<file path="config.mk">
export PLATFORM = sky130hd
export DESIGN_NAME = bp_update_queue
export DESIGN_NICKNAME = d
export VERILOG_FILES = /design/src/rtl/bp_update_queue.sv
export SDC_FILE = /design/constraint.sdc
export NUM_CORES = 1
export LEC_CHECK = 0
export CORE_MARGIN = 3
export CORE_UTILIZATION = 42
export CTS_BUF_LIST = sky130_fd_sc_hd__clkbuf_4 sky130_fd_sc_hd__clkbuf_8
export DETAILED_ROUTE_END_ITERATION = 10
export SYNTH_ARGS = -nofsm -noshare
export SYNTH_HDL_FRONTEND = slang
export SYNTH_SLANG_ARGS = --single-unit
</file>
<file path="constraint.sdc">
create_clock -name clk -period 4.8 [get_ports clk]
set_clock_uncertainty 0.2 [all_clocks]
set_input_delay 0.96 -clock clk [delete_from_list [all_inputs] [get_ports clk]]
set_output_delay 0.96 -clock clk [all_outputs]
set_load 0.02 [all_outputs]
</file>
<file path="src/rtl/bp_update_queue.sv">
// In-order branch tracking queue feeding the bimodal predictor's training port.
// Emits a registered BHT update and a one-cycle mispredict pulse per resolve.
module bp_update_queue #(
  parameter  int DEPTH = 8,
  parameter  int PC_W  = 14,
  localparam int CNT_W = $clog2(DEPTH) + 1,
  localparam int PTR_W = $clog2(DEPTH)
) (
  input  logic             clk,
  input  logic             rst,
  input  logic             push_valid,
  input  logic [PC_W-1:0]  push_pc,
  input  logic             push_pred,
  output logic             push_ready,
  input  logic             res_valid,
  input  logic             res_taken,
  output logic             res_ready,
  input  logic             flush_in,
  output logic             upd_valid,
  output logic [PC_W-1:0]  upd_pc,
  output logic             upd_taken,
  output logic             mispredict,
  output logic [CNT_W-1:0] count
);

  logic [PC_W:0]      mem_q [DEPTH];
  logic [PTR_W-1:0]   wr_ptr_q, wr_ptr_d;
  logic [PTR_W-1:0]   rd_ptr_q, rd_ptr_d;
  logic [CNT_W-1:0]   cnt_q, cnt_d;
  logic               upd_valid_q;
  logic [PC_W-1:0]    upd_pc_q;
  logic               upd_taken_q;
  logic               mis_q;

  logic               empty, full;
  logic               res_acc, mis_now, push_acc;
  logic [PC_W-1:0]    head_pc;
  logic               head_pred;

  always_comb begin
    empty      = (cnt_q == '0);
    full       = (cnt_q == CNT_W'(DEPTH));
    head_pc    = mem_q[rd_ptr_q][PC_W:1];
    head_pred  = mem_q[rd_ptr_q][0];
    res_acc    = res_valid && !empty;
    mis_now    = res_acc && (head_pred != res_taken);
    push_ready = !full && !mis_now;
    res_ready  = !empty;
    push_acc   = push_valid && push_ready && !flush_in;
  end

  // Flush and mispredict both leave the queue empty; a same-cycle push is lost.
  always_comb begin
    wr_ptr_d = wr_ptr_q;
    rd_ptr_d = rd_ptr_q;
    cnt_d    = cnt_q;
    if (flush_in) begin
      rd_ptr_d = wr_ptr_q;
      cnt_d    = '0;
    end else if (mis_now) begin
      rd_ptr_d = rd_ptr_q + 1'b1;
      wr_ptr_d = rd_ptr_q + 1'b1;
      cnt_d    = '0;
    end else begin
      if (push_acc) wr_ptr_d = wr_ptr_q + 1'b1;
      if (res_acc)  rd_ptr_d = rd_ptr_q + 1'b1;
      cnt_d = cnt_q + CNT_W'(push_acc) - CNT_W'(res_acc);
    end
  end

  always_ff @(posedge clk) begin
    if (push_acc) mem_q[wr_ptr_q] <= {push_pc, push_pred};
  end

  always_ff @(posedge clk or negedge rst) begin
    if (!rst) begin
      wr_ptr_q    <= '0;
      rd_ptr_q    <= '0;
      cnt_q       <= '0;
      upd_valid_q <= 1'b0;
      upd_pc_q    <= '0;
      upd_taken_q <= 1'b0;
      mis_q       <= 1'b0;
    end else begin
      wr_ptr_q    <= wr_ptr_d;
      rd_ptr_q    <= rd_ptr_d;
      cnt_q       <= cnt_d;
      upd_valid_q <= res_acc;
      mis_q       <= mis_now;
      if (res_acc) begin
        upd_pc_q    <= head_pc;
        upd_taken_q <= res_taken;
      end
    end
  end

  assign upd_valid  = upd_valid_q;
  assign upd_pc     = upd_pc_q;
  assign upd_taken  = upd_taken_q;
  assign mispredict = mis_q;
  assign count      = cnt_q;

endmodule

</file>
* Word level (Yosys, flattened, before mapping) *
Memories as Yosys holds them, arrays and structs flattened.
Cells that the tools add are included.

operators by class
  add/subtract/negate cells = 4
  muxes and demuxes = 9
  reductions and logical operators = 13
  equality and inequality tests = 2
  bitwise operators = 1

operator list
  cell                                          number
  two-way mux 3 bit                             5
  two-way mux 4 bit                             2
  adder 3 x 1 -> 3 bit (second input constant)  2
  logical AND 1 bit                             5
  adder 4 x 1 -> 4 bit                          1
  == test 4 bit (second input constant)         1
  zero test 1 bit                               4
  zero test 4 bit                               1
  subtractor 4 x 1 -> 4 bit                     1
  nonzero test 3 bit                            1
  two-way mux 1 bit                             2
  AND reduction 2 bit                           1
  nonzero test 2 bit                            1
  != test 1 bit                                 1
  inverter 1 bit                                1

storage, ports and cells
  logic and storage cells = 37
  input port bits = 21
  memory bits (writable) = 120
  output and inout port bits = 23
  memories = 1
  register bits = 27

memories
  name   words  width  rd ports  clocked after Yosys merged registers in  write ports  line  text
  mem_q  8      15     1         0                                        1            26    logic [PC_W:0] mem_q [DEPTH];

* Longest topological paths before layout *
Gate-level depths: netlist of run 1.

  depth after elaboration = 12
  mapped depth = 16
  depth with buffers taken out = 15

* Worst setup path after synthesis of run 1 *
Ideal clock, no wire load.

  path type = reg-to-reg
  from = register rd_ptr_q[0]
  to = memory mem_q[0][0] (netlist bit) (enable)
  path buffers = 2
  path slack = 0.535 ns
  library setup time = 0.426 ns
  data required time = 4.174 ns
  arrival time = 3.639 ns
  clock period less this slack = 4.265 ns
  stages on the path, launching flop included = 9
  cells stage by stage = dfrtp_1 -> buf_6 -> mux2_1 -> mux4_2 -> mux2i_4 -> inv_4 -> or3_1 -> buf_6 -> nor4_1

between the ends
  word-level cells in the longest chain between the ends = 9

RTL lines
  element                                  line  text
  from (decl)                              28    logic [PTR_W-1:0] rd_ptr_q, rd_ptr_d;
  from (signal assigned)                   86    rd_ptr_q <= rd_ptr_d;
  memory (8 x 15 bit)                      -
  != test 1 bit                            46    mis_now = res_acc && (head_pred != res_taken);
  logical AND 1 bit                        46
  net mis_now                              36    logic res_acc, mis_now, push_acc;
  zero test 1 bit                          47    push_ready = !full && !mis_now;
  logical AND 1 bit                        47
  logical AND 1 bit (2 in series)          49    push_acc = push_valid && push_ready && !flush_in;
  two-way mux 1 bit                        72    if (push_acc) mem_q[wr_ptr_q] <= {push_pc, push_pred};
  two-way mux 1 bit (not written as such)  72
  to (decl)                                26

The timed path passes the listed nets, and every way through them passes these cells.

* Worst setup path in the final report of run 1 *
  from = register rd_ptr_q[0]
  to = output push_ready

between the ends
  word-level cells in the longest chain between the ends = 5

RTL lines
  element              line  text
  memory (8 x 15 bit)  -
  != test 1 bit        46
  logical AND 1 bit    46
  zero test 1 bit      47
  logical AND 1 bit    47
  to (decl)            14    output logic push_ready,

Every way passes these cells.

==> results of run 1 <==
[registers in the layout, indices dropped and copies added (netlist names)]
register    count
count           4
upd_pc         14
wr_ptr_q        3
rd_ptr_q        3
mispredict      1
upd_taken       1
upd_valid       1
mem_q         120
[through the flow]
step           power, mW  area (µm²)
6_report           3.872        6980
5_1_grt            4.109        6980
4_1_cts            3.934        6980
3_5_place_dp       2.983        6589
3_3_place_gp       2.968        6589
2_1_floorplan      2.544        5874
[worst max path at each step]
stage	start	to	slack, ns	cells past startpoint
global placement	res_valid	push_ready	0.95	5
CTS	rd_ptr_q[0]$_DFFE_PN0P_	push_ready	0.73	5
finish	rd_ptr_q[0]$_DFFE_PN0P_	push_ready	0.79	5
detailed placement	res_valid	count[2]$_DFF_PN0_	0.93	11
floorplan	rd_ptr_q[0]$_DFFE_PN0P_	mem_q[0][0]$_DFFE_PP_	0.54	8
global route	count[2]$_DFF_PN0_	push_ready	0.62	8
[cell type report]
| cell class | instances | area, µm² | share of cell area, % |
|---|---|---|---|
| Multi-Input combinational cell | 138 | 1509 | 21.62 |
| Clock buffer | 22 | 284.0 | 4.069 |
| Inverter | 9 | 36.28 | 0.5198 |
| Tap cell | 176 | 220.2 | 3.155 |
| Timing Repair Buffer | 58 | 543.0 | 7.779 |
| Clock inverter | 10 | 107.6 | 1.541 |
| Sequential cell | 147 | 4280 | 61.32 |
[power groups by stage]
stage | Combinational, mW | Clock (mW) | Sequential, mW
after floorplan | 0.803 | 0 | 1.74
after global placement | 1.27 | 0 | 1.70
after detailed placement | 1.27 | 0 | 1.71
after CTS | 1.28 | 0.973 | 1.68
after global routing | 1.37 | 1.04 | 1.70
final | 1.25 | 0.944 | 1.68
[synth_stat cells]
library cell | number | area (µm²)
nor3_1 | 2 | 10.01
a21o_1 | 2 | 15.01
inv_4 | 1 | 6.260
inv_1 | 8 | 30.03
buf_6 | 2 | 22.52
or4b_1 | 1 | 10.01
nor4b_4 | 1 | 23.77
fa_1 | 1 | 20.02
xor2_1 | 1 | 8.760
nand2_1 | 22 | 82.58
mux2i_4 | 1 | 22.52
nor4b_2 | 2 | 30.03
or3_1 | 1 | 6.260
nand3_1 | 3 | 15.01
nor4bb_4 | 1 | 25.02
o21ai_0 | 17 | 85.08
nand4_1 | 1 | 6.260
a21oi_1 | 1 | 5.000
clkbuf_1 | 13 | 48.80
buf_1 | 2 | 7.510
o31ai_1 | 2 | 15.01
dfrtp_1 | 27 | 675.7
mux2i_1 | 15 | 150.1
or2b_1 | 1 | 7.510
nor4_1 | 3 | 18.77
a311o_1 | 2 | 20.02
and2_1 | 3 | 18.77
mux4_2 | 29 | 653.1
edfxtp_1 | 120 | 3603
ha_1 | 8 | 100.1
nor2_1 | 6 | 22.52
nor3b_1 | 1 | 7.510
xnor2_1 | 4 | 35.03
mux2_2 | 3 | 33.78
nand3b_1 | 2 | 15.01
mux2_1 | 1 | 11.26
and3_1 | 1 | 6.260
[critical path, stage by stage (launching register included)]
cell,delay [ns]
dfrtp_2,0.45
mux2_1,0.32
mux4_2,0.53
mux2i_4,0.33
and2_1,0.18
clkdlybuf4s50_1,0.59
[logic make-up (layout without fill, tap and decap cells)]
kind of cell / after synthesis / count (layout) / synth area share (%)
adders and majority gates: 9 / 9 / 2.045
and+or+nand+nor: 51 / 51 / 5.197
buffers and inverters: 26 / 99 / 1.960
muxes: 49 / 49 / 14.82
DFF: 147 / 147 / 72.84
AOI/OAI and AO/OA: 24 / 24 / 2.385
xor gates and xnor gates: 5 / 5 / 0.7454
[metal layers]
metal | global-route usage [%] | share of wire [%]
met1 | 19.96 | 46
met2 | 23.92 | 50
met3 | 4.288 | 3.5
met4 | 6.254 | 1.4
met5 | 0 | 0
==> results by group, run 1 <==
STA
  • Final Cycle Share: between 80 and 90%
  • Highest clock rate: 249.5 MHz
  • Final setup margin: between 0.7 and 0.8 ns
  • Worst-Margin Slew: between 0.5 and 0.6 ns
  • Relative slew slack: roughly three fifths
  • Fin crit period: 4.009 ns
  • Pins Over Slew Limit: 0
  • Final hold vios: 0
  • WHS: 0.2764 ns
  • Unrepaired setup endpoints after global routing: false
  • Total negative slack: 0 ns
  • Final setup violation count: 0

Floorplanning
  • Starting Density: 43.67%
  • Die area: 15,440 µm²
  • Top Ports: between 40 and 50
  • Die Height: 124.3 µm
  • Core Area: 13,450 µm²
  • Die width: between 100 and 150 µm
  • Num rows: 42

Place
  • Port bufs: 43
  • RePlAce Congestion: a little over 0.7
  • Pre-CTS setup slack: 0.9257 ns
  • Cells after DPL: 528
  • HPWL Detailed: 6269 µm

Detailed routing
  • DR pass1 iterations: 4
  • Antenna viol nets, final: 0
  • Wirelength per Cell: 19.29 µm
  • Vias per cell: just over 5
  • Vias: 2,907
  • DRT iter0 DRCs: 176
  • Remaining design rule violation count: 0
  • Drt total wl: 10,800 µm

Critical path
  • WP data arrival: 2.85 ns
  • CP Max Fanout: 8
  • Critical R2R Launch: rd_ptr_q[0]$_DFFE_PN0P_
  • CP required: 3.64 ns
  • Critical path class: reg2out
  • Crit path launch type: flip-flop
  • Reg2reg end: count[2]$_DFF_PN0_
  • Critical Path End Type: primary output
  • Worst reg-to-reg path cell count: 11
  • R2R Setup Slk: 1.24 ns

Final layout
  • Layout fillers: around 1.1k
  • Commonest non-fill, non-tap cell in the layout: edfxtp_1
  • Layout Nets: 401
  • ANT cells: 0
  • Share of cells above drive strength 1: 22.92%
  • Commonest non-fill, non-tap cells in the layout: edfxtp_1 (120), clkdlybuf4s50_1 (43), mux4_2 (29), dfrtp_1 (26), nand2_1 (22)
  • Area growth, synth to finish: 18.83%
  • Non-Filler Instances: 560
  • Final Core Density: 51.89%

Pwr
  • Logic pwr share: 32.2%
  • VDD IR max: between 0.0003 and 0.0004 V
  • Switch share: a little under a third
  • Clock power frac: 24.4%
  • P_sw: approximately 1.2 mW
  • Int Pwr: around 2.7 mW
  • Leakage power: 2.458 nW
  • PwrDens: 554.7 nW/µm²
  • Sequential Power Share: 43.4%

Clocking
  • CTS clk-pin slew, worst paths: 0.07 ns
  • Max clock buf depth: 2
  • CTS tree: yes
  • Num CTS Buffers: 17
  • Clock Latency Late Sink: between 0.4 and 0.5 ns
  • Post-CTS Resized: 0
  • Setup Buffers After CTS: 0
  • Hold Buf Count CTS: 0
  • H-Tree Depth: 4
  • Clk root buf: clkbuf_8
  • Clock sinks: approximately 150

Global routing
  • Total grt overflow: 0
  • First-pass GRT wire length: around 17,000 µm
  • Antenna violations before repair: 0
  • Vias in the first global route: 3,075
  • Largest net degree at the start of global routing: 32
  • All-Layer GR Usage: 15.17%

Yosys
  • Cell Area, Synth: 5874 µm²
  • Synth cell types: 37
  • Syn avg cell area: 18.89 µm²
  • Seq cells post-synth: approximately 150
  • Cells after Synth: 311
  • Synth warn: 0
  • Sequential cell area fraction in the yosys report: 72.84%
  • Syn nets: 341

Flow run
  • Maxcap violations: 0

Run status
  • Status: finished, final reports clean

Hold path
  • Hold Path Origin: upd_pc[3]$_DFFE_PN0P_
  • Hold path depth: 2
  • Worst hold endpoint: upd_pc[3]$_DFFE_PN0P_
  • Tightest Hold Check Type: reg2reg
Power figures use the tool's default switching activity.
==> inputs of run 2 (changes only) <==
==> constraint.sdc (replaced) <==
create_clock -name clk -period 3.4 [get_ports clk]
set_clock_uncertainty 0.2 [all_clocks]
set_input_delay 0.68 -clock clk [delete_from_list [all_inputs] [get_ports clk]]
set_output_delay 0.68 -clock clk [all_outputs]
set_load 0.02 [all_outputs]
==> results by group, run 2 (same netlist as run 1, synthesis figures left out) <==
Run status
  • Status: finished, final reports clean

Critical path
  • Crit-path cells: mux2_2 > mux4_2 > mux2i_4 > buf_4 > and2_1 > buf_2
  • WP data arrival: 2.43 ns (-0.42 ns)
  • Slowest-stage cell, CP: mux4_2
  • Largest stage delay on the critical path: 0.52 ns (-0.07 ns)
  • Critical path class: reg2out
  • CP required: 2.52 ns (-1.12 ns)
  • Critical Path End Type: primary output
  • Crit path launch type: flip-flop
  • CP Max Fanout: 7 (-1)

Clocking
  • Clock sinks: 147 (unchanged)
  • CTS tree: yes
  • Clock Latency Late Sink: 0.44 ns (about the same)
  • Hold Buf Count CTS: 0 (unchanged)
  • Num CTS Buffers: 17 (unchanged)
  • Clk root buf: clkbuf_8
  • Post-CTS Resized: 4 (+4)
  • CTS clk-pin slew, worst paths: 0.08 ns (about the same)
  • H-Tree Depth: 4 (unchanged)
  • Setup Buffers After CTS: 0 (unchanged)
  • Max clock buf depth: 2 (unchanged)

STA
  • Final Cycle Share: 97.45%
  • Unrepaired setup endpoints after global routing: false
  • Total negative slack: 0 ns (unchanged)
  • WHS: 0.2786 ns (+0.002201 ns)
  • Relative slew slack: 59.81% (-1.9 points)
  • Pins Over Slew Limit: 0 (unchanged)
  • Highest clock rate: 301.8 MHz
  • Final hold vios: 0 (unchanged)
  • Fin crit period: 3.313 ns
  • Final setup violation count: 0 (unchanged)
  • Worst-Margin Slew: 0.6009 ns (+0.02737 ns)

Detailed routing
  • Vias per cell: 5.233 (+0.80%)
  • DR pass1 iterations: 4 (unchanged)
  • DRT iter0 DRCs: 228 (+30%)
  • Antenna viol nets, final: 0 (unchanged)
  • Drt total wl: 11,140 µm (+3.2%)
  • Wirelength per Cell: 19.48 µm (+0.99%)
  • Vias: 2,993 (+3.0%)
  • Remaining design rule violation count: 0 (unchanged)

Final layout
  • Share of cells above drive strength 1: 27.27% (+4.4 points)
  • ANT cells: 0 (unchanged)
  • Non-Filler Instances: 572 (+2.1%)
  • Biggest register: mem_q
  • Final Core Density: 53.75% (+1.9 points)
  • Area growth, synth to finish: 23.09%
  • Layout fillers: 1,105 (-1.2%)
  • Commonest non-fill, non-tap cells in the layout: edfxtp_1 (120), clkdlybuf4s50_1 (42), mux4_2 (29), dfrtp_1 (26), buf_4 (23)
  • Number of flip-flops in the largest register: 120 (unchanged)
  • Layout Nets: 413 (+3.0%)
  • Commonest non-fill, non-tap cell in the layout: edfxtp_1

Global routing
  • Antenna violations before repair: 0 (unchanged)
  • Largest net degree at the start of global routing: 31 (-3.1%)
  • Total grt overflow: 0 (unchanged)
  • All-Layer GR Usage: 15.49% (+0.32 points)
  • First-pass GRT wire length: 17,910 µm (+2.7%)
  • Vias in the first global route: 3,112 (+1.2%)

Floorplanning
  • Top Ports: 44 (unchanged)
  • Starting Density: 43.67% (unchanged)
  • Num rows: 42 (unchanged)
  • Core Area: 13,450 µm² (unchanged)
  • Die width: 124.3 µm (unchanged)
  • Die Height: 124.3 µm (unchanged)
  • Die area: 15,440 µm² (unchanged)

Place
  • Cells after DPL: 540 (+2.3%)
  • Port bufs: 43 (unchanged)
  • RePlAce Congestion: 0.7529 (+4.4%)
  • HPWL Detailed: 7122 µm (+14%)

Pwr
  • Switch share: 30.16% (-0.58 points)
  • P_sw: 1.732 mW (+45%)
  • Logic pwr share: 32.0% (-0.2 points)
  • Clock power frac: 26.5% (+2.1 points)
  • Leakage power: 2.571 nW (+4.6%)
  • PwrDens: 794.1 nW/µm² (+43%)
  • VDD IR max: 0.0004715 V (+55%)
  • PnR Total Power: 5.742 mW (+48%)
  • Sequential Power Share: 41.5% (-1.9 points)
  • Int Pwr: 4.010 mW (+50%)

Hold path
  • Tightest Hold Check Type: reg2reg

Flow run
  • Maxcap violations: 0 (unchanged)
-- run 2: cell count changes in the layout (fill, tap and decap cells not counted), sizes merged --
cell and delta:
buf +13, clkbuf -4, bufinv +3, clkinv +2
clkinvlp -2, clkdlybuf4s50 -1, inv +1
-- run 2: power groups by stage --
stage / Clock, mW / Sequential, mW / Combinational, mW
2_1_floorplan: 0 / 2.46 / 1.16
3_3_place_gp: 0 / 2.41 / 1.84
3_5_place_dp: 0 / 2.43 / 1.87
4_1_cts: 1.56 / 2.39 / 1.87
5_1_grt: 1.64 / 2.42 / 2.01
6_report: 1.52 / 2.38 / 1.84
-- run 2: area by class of cell --
cell class,instances,area [µm²],area share (%)
clock buffers,18,247.7,3.426
well taps,176,220.2,3.046
clock inverters,14,209.0,2.890
multi-input cells,138,1559,21.56
flip-flops and latches,147,4280,59.20
inverters,9,36.28,0.5018
repair buffers,70,678.2,9.379
-- run 2: worst paths after layout --
path	slack [ns]	from	cells after the start	end
setup / recovery	0.09	rd_ptr_q[0]$_DFFE_PN0P_	6	push_ready
hold / removal	0.28	upd_pc[4]$_DFFE_PN0P_	2	upd_pc[4]$_DFFE_PN0P_
setup reg to reg	0.10	rd_ptr_q[0]$_DFFE_PN0P_	10	count[1]$_DFF_PN0_
hold reg to reg	0.28	upd_pc[4]$_DFFE_PN0P_	2	upd_pc[4]$_DFFE_PN0P_
max in group asynchronous	1.97	rst	2	upd_pc[10]$_DFFE_PN0P_
min in group asynchronous	0.42	rst	1	mispredict$_DFF_PN0_
-- run 2: critical path, delay by kind of cell, from the launching register on --
kind                   cells  cell delay (ns)
muxes                      3             1.10
DFF                        1             0.43
buffers and inverters      2             0.33
and+or+nand+nor            1             0.13
-- run 2: routing by layer --
metal / vias to the layer above / wire length [µm] / track usage (%)
li1: 1366 / - / -
met1: 1547 / 5268 / 21.43
met2: 65 / 5294 / 23.82
met3: 15 / 376 / 3.774
met4: 0 / 204 / 6.190
met5: - / 0 / 0
-- run 2: metrics by stage --
| stage | area (µm²) | worst slack, ns |
|---|---|---|
| finish | 7231 | 0.08664 |
| CTS | 7221 | 0.03850 |
| detailed placement | 6769 | 0.02248 |
| global placement | 6769 | 0.05093 |
| floorplan | 5917 | -0.2943 |
| global route | 7231 | 0.01526 |
==> inputs of run 3 (changes only) <==
--- a/config.mk
+++ b/config.mk
@@ -9,6 +9,7 @@
 export CORE_UTILIZATION = 42
 export CTS_BUF_LIST = sky130_fd_sc_hd__clkbuf_4 sky130_fd_sc_hd__clkbuf_8
 export DETAILED_ROUTE_END_ITERATION = 10
+export REMOVE_ABC_BUFFERS = 1
 export SYNTH_ARGS = -nofsm -noshare
 export SYNTH_HDL_FRONTEND = slang
 export SYNTH_SLANG_ARGS = --single-unit
==> results by group, run 3 (same netlist as run 1, synthesis figures left out) <==
Final layout
  • Commonest non-fill, non-tap cell in the layout: edfxtp_1
  • Non-Filler Instances: 571 (-0.17%)
  • Layout fillers: 1,138 (+3.0%)
  • Number of flip-flops in the largest register: 120 (unchanged)
  • Layout Nets: 412 (-0.24%)
  • Area growth, synth to finish: 20.58%
  • Biggest register: mem_q
  • Commonest non-fill, non-tap cells in the layout: edfxtp_1 (120), clkdlybuf4s50_1 (42), mux4_2 (29), dfrtp_1 (26), buf_4 (25)
  • ANT cells: 0 (unchanged)
  • Share of cells above drive strength 1: 26.33% (-0.94 points)

Run status
  • Status: finished, final reports clean

Place
  • HPWL Detailed: 6865 µm (-3.6%)
  • Port bufs: 43 (unchanged)
  • Cells after DPL: 539 (-0.19%)
  • RePlAce Congestion: 0.7557 (+0.37%)

Critical path
  • Critical Path End Type: flip-flop
  • Critical path class: reg2reg
  • Slowest-stage cell, CP: fa_2
  • WP data arrival: 3.48 ns (+1.05 ns)
  • Largest stage delay on the critical path: 0.52 ns (about the same)
  • Crit path launch type: flip-flop
  • CP required: 3.57 ns (+1.05 ns)
  • CP Max Fanout: 6 (-1)
  • Crit-path cells: mux2_4 > mux4_2 > mux2i_4 > inv_4 > or3_4 > ha_4 > inv_1 > ha_2 > fa_2 > and2_1

Global routing
  • First-pass GRT wire length: 17,530 µm (-2.1%)
  • All-Layer GR Usage: 15.12% (-0.37 points)
  • Vias in the first global route: 3,105 (-0.22%)
  • Largest net degree at the start of global routing: 31 (unchanged)
  • Antenna violations before repair: 0 (unchanged)
  • Total grt overflow: 0 (unchanged)

STA
  • Final hold vios: 0 (unchanged)
  • Fin crit period: 3.313 ns (+0.000004200 ns)
  • Total negative slack: 0 ns (unchanged)
  • Relative slew slack: 62.89% (+3.1 points)
  • Final Cycle Share: 97.45% (about the same)
  • Worst-Margin Slew: 0.5567 ns (-0.04421 ns)
  • Final setup violation count: 0 (unchanged)
  • Highest clock rate: 301.8 MHz (unchanged)
  • Pins Over Slew Limit: 0 (unchanged)
  • Unrepaired setup endpoints after global routing: true

Floorplanning
  • Num rows: 42 (unchanged)
  • Die area: 15,440 µm² (unchanged)
  • Top Ports: 44 (unchanged)
  • Die width: 124.3 µm (unchanged)
  • Core Area: 13,450 µm² (unchanged)
  • Starting Density: 43.67% (unchanged)
  • Die Height: 124.3 µm (unchanged)

Detailed routing
  • Remaining design rule violation count: 0 (unchanged)
  • Vias: 3,003 (+0.33%)
  • DR pass1 iterations: 4 (unchanged)
  • DRT iter0 DRCs: 119 (-48%)
  • Antenna viol nets, final: 0 (unchanged)
  • Wirelength per Cell: 19.28 µm (-1.0%)
  • Drt total wl: 11,010 µm (-1.2%)
  • Vias per cell: 5.259 (+0.51%)

Pwr
  • Sequential Power Share: 43.6% (+2.1 points)
  • PwrDens: 769.9 nW/µm² (-3.1%)
  • PnR Total Power: 5.453 mW (-5.0%)
  • Clock power frac: 22.9% (-3.6 points)
  • Switch share: 30.83% (+0.67 points)
  • Int Pwr: 3.772 mW (-5.9%)
  • VDD IR max: 0.0003646 V (-23%)
  • Logic pwr share: 33.5% (+1.5 points)
  • P_sw: 1.681 mW (-2.9%)
  • Leakage power: 2.528 nW (-1.7%)

Clocking
  • H-Tree Depth: 4 (unchanged)
  • Clk root buf: clkbuf_8
  • CTS tree: yes
  • CTS clk-pin slew, worst paths: 0.07 ns (about the same)
  • Clock sinks: 147 (unchanged)
  • Max clock buf depth: 2 (unchanged)
  • Clock Latency Late Sink: 0.43 ns (about the same)
  • Num CTS Buffers: 17 (unchanged)
  • Hold Buf Count CTS: 0 (unchanged)

Flow run
  • Maxcap violations: 0 (unchanged)

Hold path
  • Tightest Hold Check Type: reg2reg
==> run 3: cell types whose count changed in the layout (fill, tap and decap cells not counted), sizes merged <==
| cell | delta |
|---|---|
| clkbuf | +1 |
| inv | -1 |
| buf | -1 |
| clkinv | +3 |
| bufinv | -3 |
==> run 3: worst paths after layout <==
check	startpoint	to	slack [ns]	cells after the start
worst min register to register	upd_pc[9]$_DFFE_PN0P_	upd_pc[9]$_DFFE_PN0P_	0.28	2
worst min-delay path	upd_pc[9]$_DFFE_PN0P_	upd_pc[9]$_DFFE_PN0P_	0.28	2
max in group asynchronous	rst	rd_ptr_q[0]$_DFFE_PN0P_	2.20	2
worst max-delay path	rd_ptr_q[0]$_DFFE_PN0P_	count[1]$_DFF_PN0_	0.09	10
worst max register to register	rd_ptr_q[0]$_DFFE_PN0P_	count[1]$_DFF_PN0_	0.09	10
min in group asynchronous	rst	mispredict$_DFF_PN0_	0.47	2
==> run 3: worst max-delay path: cells and delay by family, from the launching register on <==
kind,cells,cell delay [ns]
AND/OR/NAND/NOR,2,0.50
multiplexers,3,1.05
buffers and inverters,2,0.07
adder cells (fa/ha/maj),3,0.96
flip-flops,1,0.47
==> run 3: metal layers <==
metal	wire, µm	GRT usage (%)	vias to the layer above
li1	-	-	1359
met1	5221	21.18	1571
met2	5230	22.71	58
met3	401	3.945	15
met4	154	6.190	0
met5	0	0	-
==> run 3: through the flow <==
stage / setup slack (ns) / hold slack, ns / utilization (%) / area (µm²)
finish: 0.08663 / 0.2757 / 52.65 / 7083
global placement: 0.03252 / 0.2609 / 49.59 / 6671
CTS: 0.02742 / 0.2873 / 52.31 / 7037
global route: -0.01815 / 0.3138 / 52.65 / 7083
detailed placement: 0.009812 / 0.2700 / 49.59 / 6671
floorplan: -1.957 / 0.1844 / - / 5796
==> run 3: cell type report <==
cell class                 instances  area, µm²  area share (%)
timing repair buffer              69      624.3           8.815
tap                              176      220.2           3.109
multi-input combinational        138       1555           21.96
sequential                       147       4280           60.43
clock buffer                      19      249.0           3.515
clock inverter                    13      117.6           1.660
inverter                           9      36.28          0.5123
==> run 3: what timing repair did <==
| item | CTS | global route |
|---|---|---|
| endpoints found under the setup margin | 1 | 11 |
| gates resized for setup | 5 | 10 |
| gates cloned | 0 | 0 |
| pin swaps | 0 | 1 |
| setup buffers | 0 | 0 |
==> run 3: power groups by stage <==
stage               sequential, mW  combinational (mW)  clock, mW
floorplan                     2.64               0.896          0
global placement              2.40                1.82          0
detailed placement            2.41                1.84          0
CTS                           2.37                1.84       1.30
global route                  2.41                2.00       1.38
finish                        2.38                1.82       1.25
